===== config.mk =====
export PLATFORM = sky130hd
export DESIGN_NAME = serial_subtractor
export DESIGN_NICKNAME = d
export VERILOG_FILES = /design/src/rtl/serial_subtractor.sv
export SDC_FILE = /design/constraint.sdc
export NUM_CORES = 1
export LEC_CHECK = 0
export ABC_AREA = 1
export BUFFER_PORTS_ARGS = -buffer_cell sky130_fd_sc_hd__buf_2
export CAP_MARGIN = 30
export CORE_MARGIN = 5
export CORE_UTILIZATION = 40
export CTS_CLUSTER_SIZE = 20
export DETAILED_ROUTE_END_ITERATION = 6
export GPL_TIMING_DRIVEN = 1
export SKIP_CTS_REPAIR_TIMING = 1
export SLEW_MARGIN = 20
export SYNTH_ARGS = -nofsm -noshare
export SYNTH_HDL_FRONTEND = slang
export SYNTH_SLANG_ARGS = --single-unit

===== constraint.sdc =====
create_clock -name clk -period 1.57 [get_ports clk]
set_input_delay 0.2355 -clock clk [delete_from_list [all_inputs] [get_ports clk]]
set_output_delay 0.2355 -clock clk [all_outputs]
set_load 0.02 [all_outputs]

===== src/rtl/serial_subtractor.sv =====
// serial_subtractor: bit-serial two's-complement subtractor, Diff = A - B - Bin.
// One full-subtractor cell and a borrow flop handle one bit per clock, LSB first.
// A start/busy/done handshake frames each operation. Results and flags hold until
// the next operation completes.
//
// Ports:
//   clk    rising-edge clock
//   rst    asynchronous, active-high reset
//   start  request, sampled only while idle
//   A, B   minuend / subtrahend, captured on the accepted start edge
//   Bin    borrow-in, captured on the accepted start edge
//   Diff   registered result (wraps modulo 2^WIDTH)
//   Bout   final borrow, 1 when unsigned A < B + Bin
//   Ovf    signed overflow
//   Zero   1 when Diff == 0
//   busy   high while an operation is in flight
//   done   one-cycle completion pulse, WIDTH clocks after the start edge
module serial_subtractor #(
  parameter int unsigned WIDTH = 4
) (
  input  logic             clk,
  input  logic             rst,
  input  logic             start,
  input  logic [WIDTH-1:0] A,
  input  logic [WIDTH-1:0] B,
  input  logic             Bin,
  output logic [WIDTH-1:0] Diff,
  output logic             Bout,
  output logic             Ovf,
  output logic             Zero,
  output logic             busy,
  output logic             done
);

  localparam int unsigned CW = $clog2(WIDTH);

  typedef enum logic {
    IDLE = 1'b0,
    RUN  = 1'b1
  } state_t;

  state_t           state;
  state_t           state_n;

  // Operand shift registers; bit 0 is the bit being processed this cycle.
  logic [WIDTH-1:0] a_sr;
  logic [WIDTH-1:0] b_sr;
  // Partial result; the final bit is merged in combinationally on the last edge.
  logic [WIDTH-2:0] res_sr;
  logic             br;
  logic [CW-1:0]    cnt;
  // Operand sign bits kept separately because the shift registers drain.
  logic             a_msb;
  logic             b_msb;

  logic             accept;
  logic             last;
  logic             d;
  logic             br_n;
  logic [WIDTH-1:0] res_n;
  logic             ovf_n;

  // State register.
  always_ff @(posedge clk or posedge rst) begin
    if (rst) begin
      state <= IDLE;
    end else begin
      state <= state_n;
    end
  end

  // Next-state logic plus the full-subtractor cell.
  always_comb begin
    state_n = state;
    accept  = 1'b0;
    last    = 1'b0;
    d       = a_sr[0] ^ b_sr[0] ^ br;
    br_n    = (~a_sr[0] & b_sr[0]) | (~(a_sr[0] ^ b_sr[0]) & br);
    res_n   = {d, res_sr};
    ovf_n   = (a_msb ^ b_msb) & (res_n[WIDTH-1] ^ a_msb);
    case (state)
      IDLE: begin
        if (start) begin
          accept  = 1'b1;
          state_n = RUN;
        end
      end
      RUN: begin
        if (cnt == CW'(WIDTH - 1)) begin
          last    = 1'b1;
          state_n = IDLE;
        end
      end
      default: state_n = IDLE;
    endcase
  end

  // Datapath, counter and registered outputs.
  always_ff @(posedge clk or posedge rst) begin
    if (rst) begin
      a_sr   <= '0;
      b_sr   <= '0;
      res_sr <= '0;
      br     <= 1'b0;
      cnt    <= '0;
      a_msb  <= 1'b0;
      b_msb  <= 1'b0;
      Diff   <= '0;
      Bout   <= 1'b0;
      Ovf    <= 1'b0;
      Zero   <= 1'b0;
      busy   <= 1'b0;
      done   <= 1'b0;
    end else begin
      done <= 1'b0;
      if (accept) begin
        a_sr   <= A;
        b_sr   <= B;
        br     <= Bin;
        a_msb  <= A[WIDTH-1];
        b_msb  <= B[WIDTH-1];
        res_sr <= '0;
        cnt    <= '0;
        busy   <= 1'b1;
      end else if (state == RUN) begin
        a_sr   <= a_sr >> 1;
        b_sr   <= b_sr >> 1;
        br     <= br_n;
        res_sr <= res_n[WIDTH-1:1];
        cnt    <= cnt + CW'(1);
        if (last) begin
          Diff <= res_n;
          Bout <= br_n;
          Ovf  <= ovf_n;
          Zero <= (res_n == '0);
          done <= 1'b1;
          busy <= 1'b0;
          cnt  <= '0;
        end
      end
    end
  end

endmodule


==> reports/qor.log <==
[yosys] sequential share of the synthesized area 55.85%
[pwr] net switching power 0.001064 W
[drt] total iterations of the first detailed-routing run 4
[run] max-capacitance violation count 0
[clock_tree] Clk pin slew, worst setup/hold paths 0.13 ns
[drt] vias after detailed routing 832
[timing] final worst hold slack 0.1147 ns
[min_path] type of the worst min-delay path input pin to flop
[timing] final setup violating endpoints 0
[drt] total routed wirelength 2.075 mm
[grt] total global routing overflow 0
[pwr] switching power share of the total 41.01%
[timing] RSZ-0062 raised after global routing no
[cells_and_area] commonest cells after routing, fill and taps aside 37 x sky130_fd_sc_hd__nand2_1, 26 x sky130_fd_sc_hd__dfrtp_1, 20 x sky130_fd_sc_hd__buf_2, 15 x sky130_fd_sc_hd__inv_1
[pwr] standby leakage power 0.7069 nW
[pwr] power density relative to cell area 1949 nW/um^2
[pwr] overall power of the completed layout 0.002595 W
[critical_path] Arr. time, crit path 1.66 ns
[clock_tree] number of H-tree levels 1
[yosys] distinct cell type count after synthesis 18
[critical_path] critical path required time 1.80 ns
[clock_tree] root cell of the clock tree sky130_fd_sc_hd__clkbuf_4
[cells_and_area] Final #Nets 160
[drt] routed len/inst 11.86 um
[cells_and_area] area growth from synthesis to final layout 14.29%
[pwr] Clock power frac 12.8%
[timing] Worst Max-Slew Pin Slew 0.3300 ns
[critical_path] Setup CP Type flop to flop
[die] IO Count 21
[die] initial standard-cell utilization of the core 41.88%
[placed_design] Place WS 0.1518 ns
[drt] routed vias/inst 4.754
[placed_design] detailed placer's ending HPWL 1.521 mm
[die] die height 63.97 um
[critical_path] Setup crit end kind flop
[min_path] hold-critical path depth 3
[drt] remaining design rule violation count 0
[timing] post-route clock period utilization 91.56%
[cells_and_area] Reg area 650.6 sq um
[die] Rows 19
[pwr] maximum vdd drop 1.096 mV
[timing] final number of max-transition violations 0
[yosys] syn nets 135
[grt] overall routing resource usage 10.98%
[placed_design] total of buffers placed on input and output ports 20
[yosys] count of state elements after synthesis 26
[critical_path] maximum fanout along the worst path 3
[timing] shortest clock period the worst path allows after layout 1.437 ns
[critical_path] startpoint type of the worst setup path flop
[drt] number of antenna-violating nets in the routed design 0
[clock_tree] sink count of the clock tree 26
[critical_path] worst r2r path cells 7
[pwr] P_int 0.001531 W
[cells_and_area] most common cell after layout, fill and taps aside sky130_fd_sc_hd__nand2_1
[timing] worst clock skew 0.001360 ns
[grt] vias in the first global route 877
[pwr] combinational share of power 43.5%
[yosys] Syn. warnings 0
[drt] Iter 0 DRT Violations 36
[yosys] synthesized instance count 120
[placed_design] RD Place Congestion 0.7621
[die] die span in x 63.97 um
[clock_tree] CTS tree done
[clock_tree] Bufs on Longest Clock Path 2
[yosys] average cell area after synthesis 9.707 sq um
[cells_and_area] area taken by multi-input logic gates 410.4 sq um
[grt] initial antenna violation count 0
[timing] Final Hold Violating Endpoints 0
[yosys] cell area after technology mapping 1165 sq um
[clock_tree] Inserted Clock Buffers 3
[grt] pin count of the biggest net entering global routing 27
[pwr] part of the power in registers 43.6%
[cells_and_area] fraction of final layout cells with drive strength greater than 1 28.47%
[grt] wire length of the first global-routing pass 3.636 mm
[cells_and_area] number of filler instances in the final layout 273
[die] overall die area 4092 sq um
[clock_tree] clock latency of the later-clocked register in the worst-skew pair 0.31 ns
[cells_and_area] number of antenna diodes 0
[die] core area 2781 sq um
[timing] Setup TNS Final 0 ns
[timing] worst slew margin relative to its limit 78.00%
[timing] maximum clock rate 695.7 MHz
[timing] Setup WS post-layout 0.1325 ns
[outcome] result of the run completed
path summary, 6_finish.rpt:
check                      endpoint  slack, ns     from
max                             Ovf       0.13  a_sr[0]
min                         a_sr[1]       0.11     A[1]
max reg2reg                     Ovf       0.13  a_sr[0]
min reg2reg                    Zero       0.49     Zero
max in group asynchronous     a_msb       0.83      rst
min in group asynchronous      busy       0.49      rst
cell families after synthesis:
kind of cell / share of synthesized area [%]
flops: 55.85
fa+ha+maj: 4.511
compound gates: 9.023
simple gates: 21.70
buf+inv: 8.915
flip-flops by register name (all words and copies together), names as in the netlist:
register  count
Bout          1
Diff          4
Ovf           1
Zero          1
a_msb         1
a_sr          4
b_msb         1
b_sr          4
br            1
busy          1
cnt           2
done          1
res_sr        3
state         1
per-layer routing:
metal  vias up  wire length [um]  global-route usage, %  part of all wire (%)
met5         -                 0                      0                     0
met3         4               103                  3.678                   5.0
met2        17               982                  18.22                    47
met1       395               957                  13.56                    46
li1        416                 -                      -                     -
met4         0                31                  3.117                   1.5
cells in the mapped netlist (all sizes together):
library cell	instances	area (sq um)
o21ai	5	36.29
ha	1	12.51
fa	2	40.04
o22ai	5	31.28
nor2	11	61.31
buf	3	33.78
inv	18	70.07
dfrtp	26	650.6
nand3	7	35.03
nand2	39	156.4
o211ai	3	37.54
area by class of cell:
cell class | instances | share of cell area (%)
flip-flops and latches | 26 | 48.87
multi-input cells | 73 | 30.83
repair buffers | 23 | 9.398
inverters | 18 | 5.263
well taps | 31 | 2.914
clock buffers | 4 | 2.726
power by group through the flow:
stage               sequential (W)  clock [W]  combinational (W)
global route               0.00118   0.000369            0.00129
CTS                        0.00113   0.000349            0.00115
floorplan                  0.00124          0           0.000792
detailed placement         0.00115          0            0.00115
global placement           0.00114          0            0.00112
finish                     0.00113   0.000332            0.00113
worst max-delay path: stages (launching register included):
cell and delay (ns):
sky130_fd_sc_hd__dfrtp_1 0.43, sky130_fd_sc_hd__inv_1 0.08, sky130_fd_sc_hd__fa_1 0.58, sky130_fd_sc_hd__inv_1 0.05, sky130_fd_sc_hd__nand3_1 0.07, sky130_fd_sc_hd__nand2_1 0.05, sky130_fd_sc_hd__nand2_1 0.05, sky130_fd_sc_hd__nand2_1 0.04
stage by stage:
stage | cell area (sq um) | utilization, % | std cells
final | 1331 | 47.86 | 175
after global routing | 1331 | 47.86 | 175
after CTS | 1321 | 47.50 | 174
after detailed placement | 1285 | 46.20 | 170
after global placement | 1285 | 46.20 | 170
after floorplan | 1165 | - | 120
Note: power is estimated with default switching activity, not from simulation.
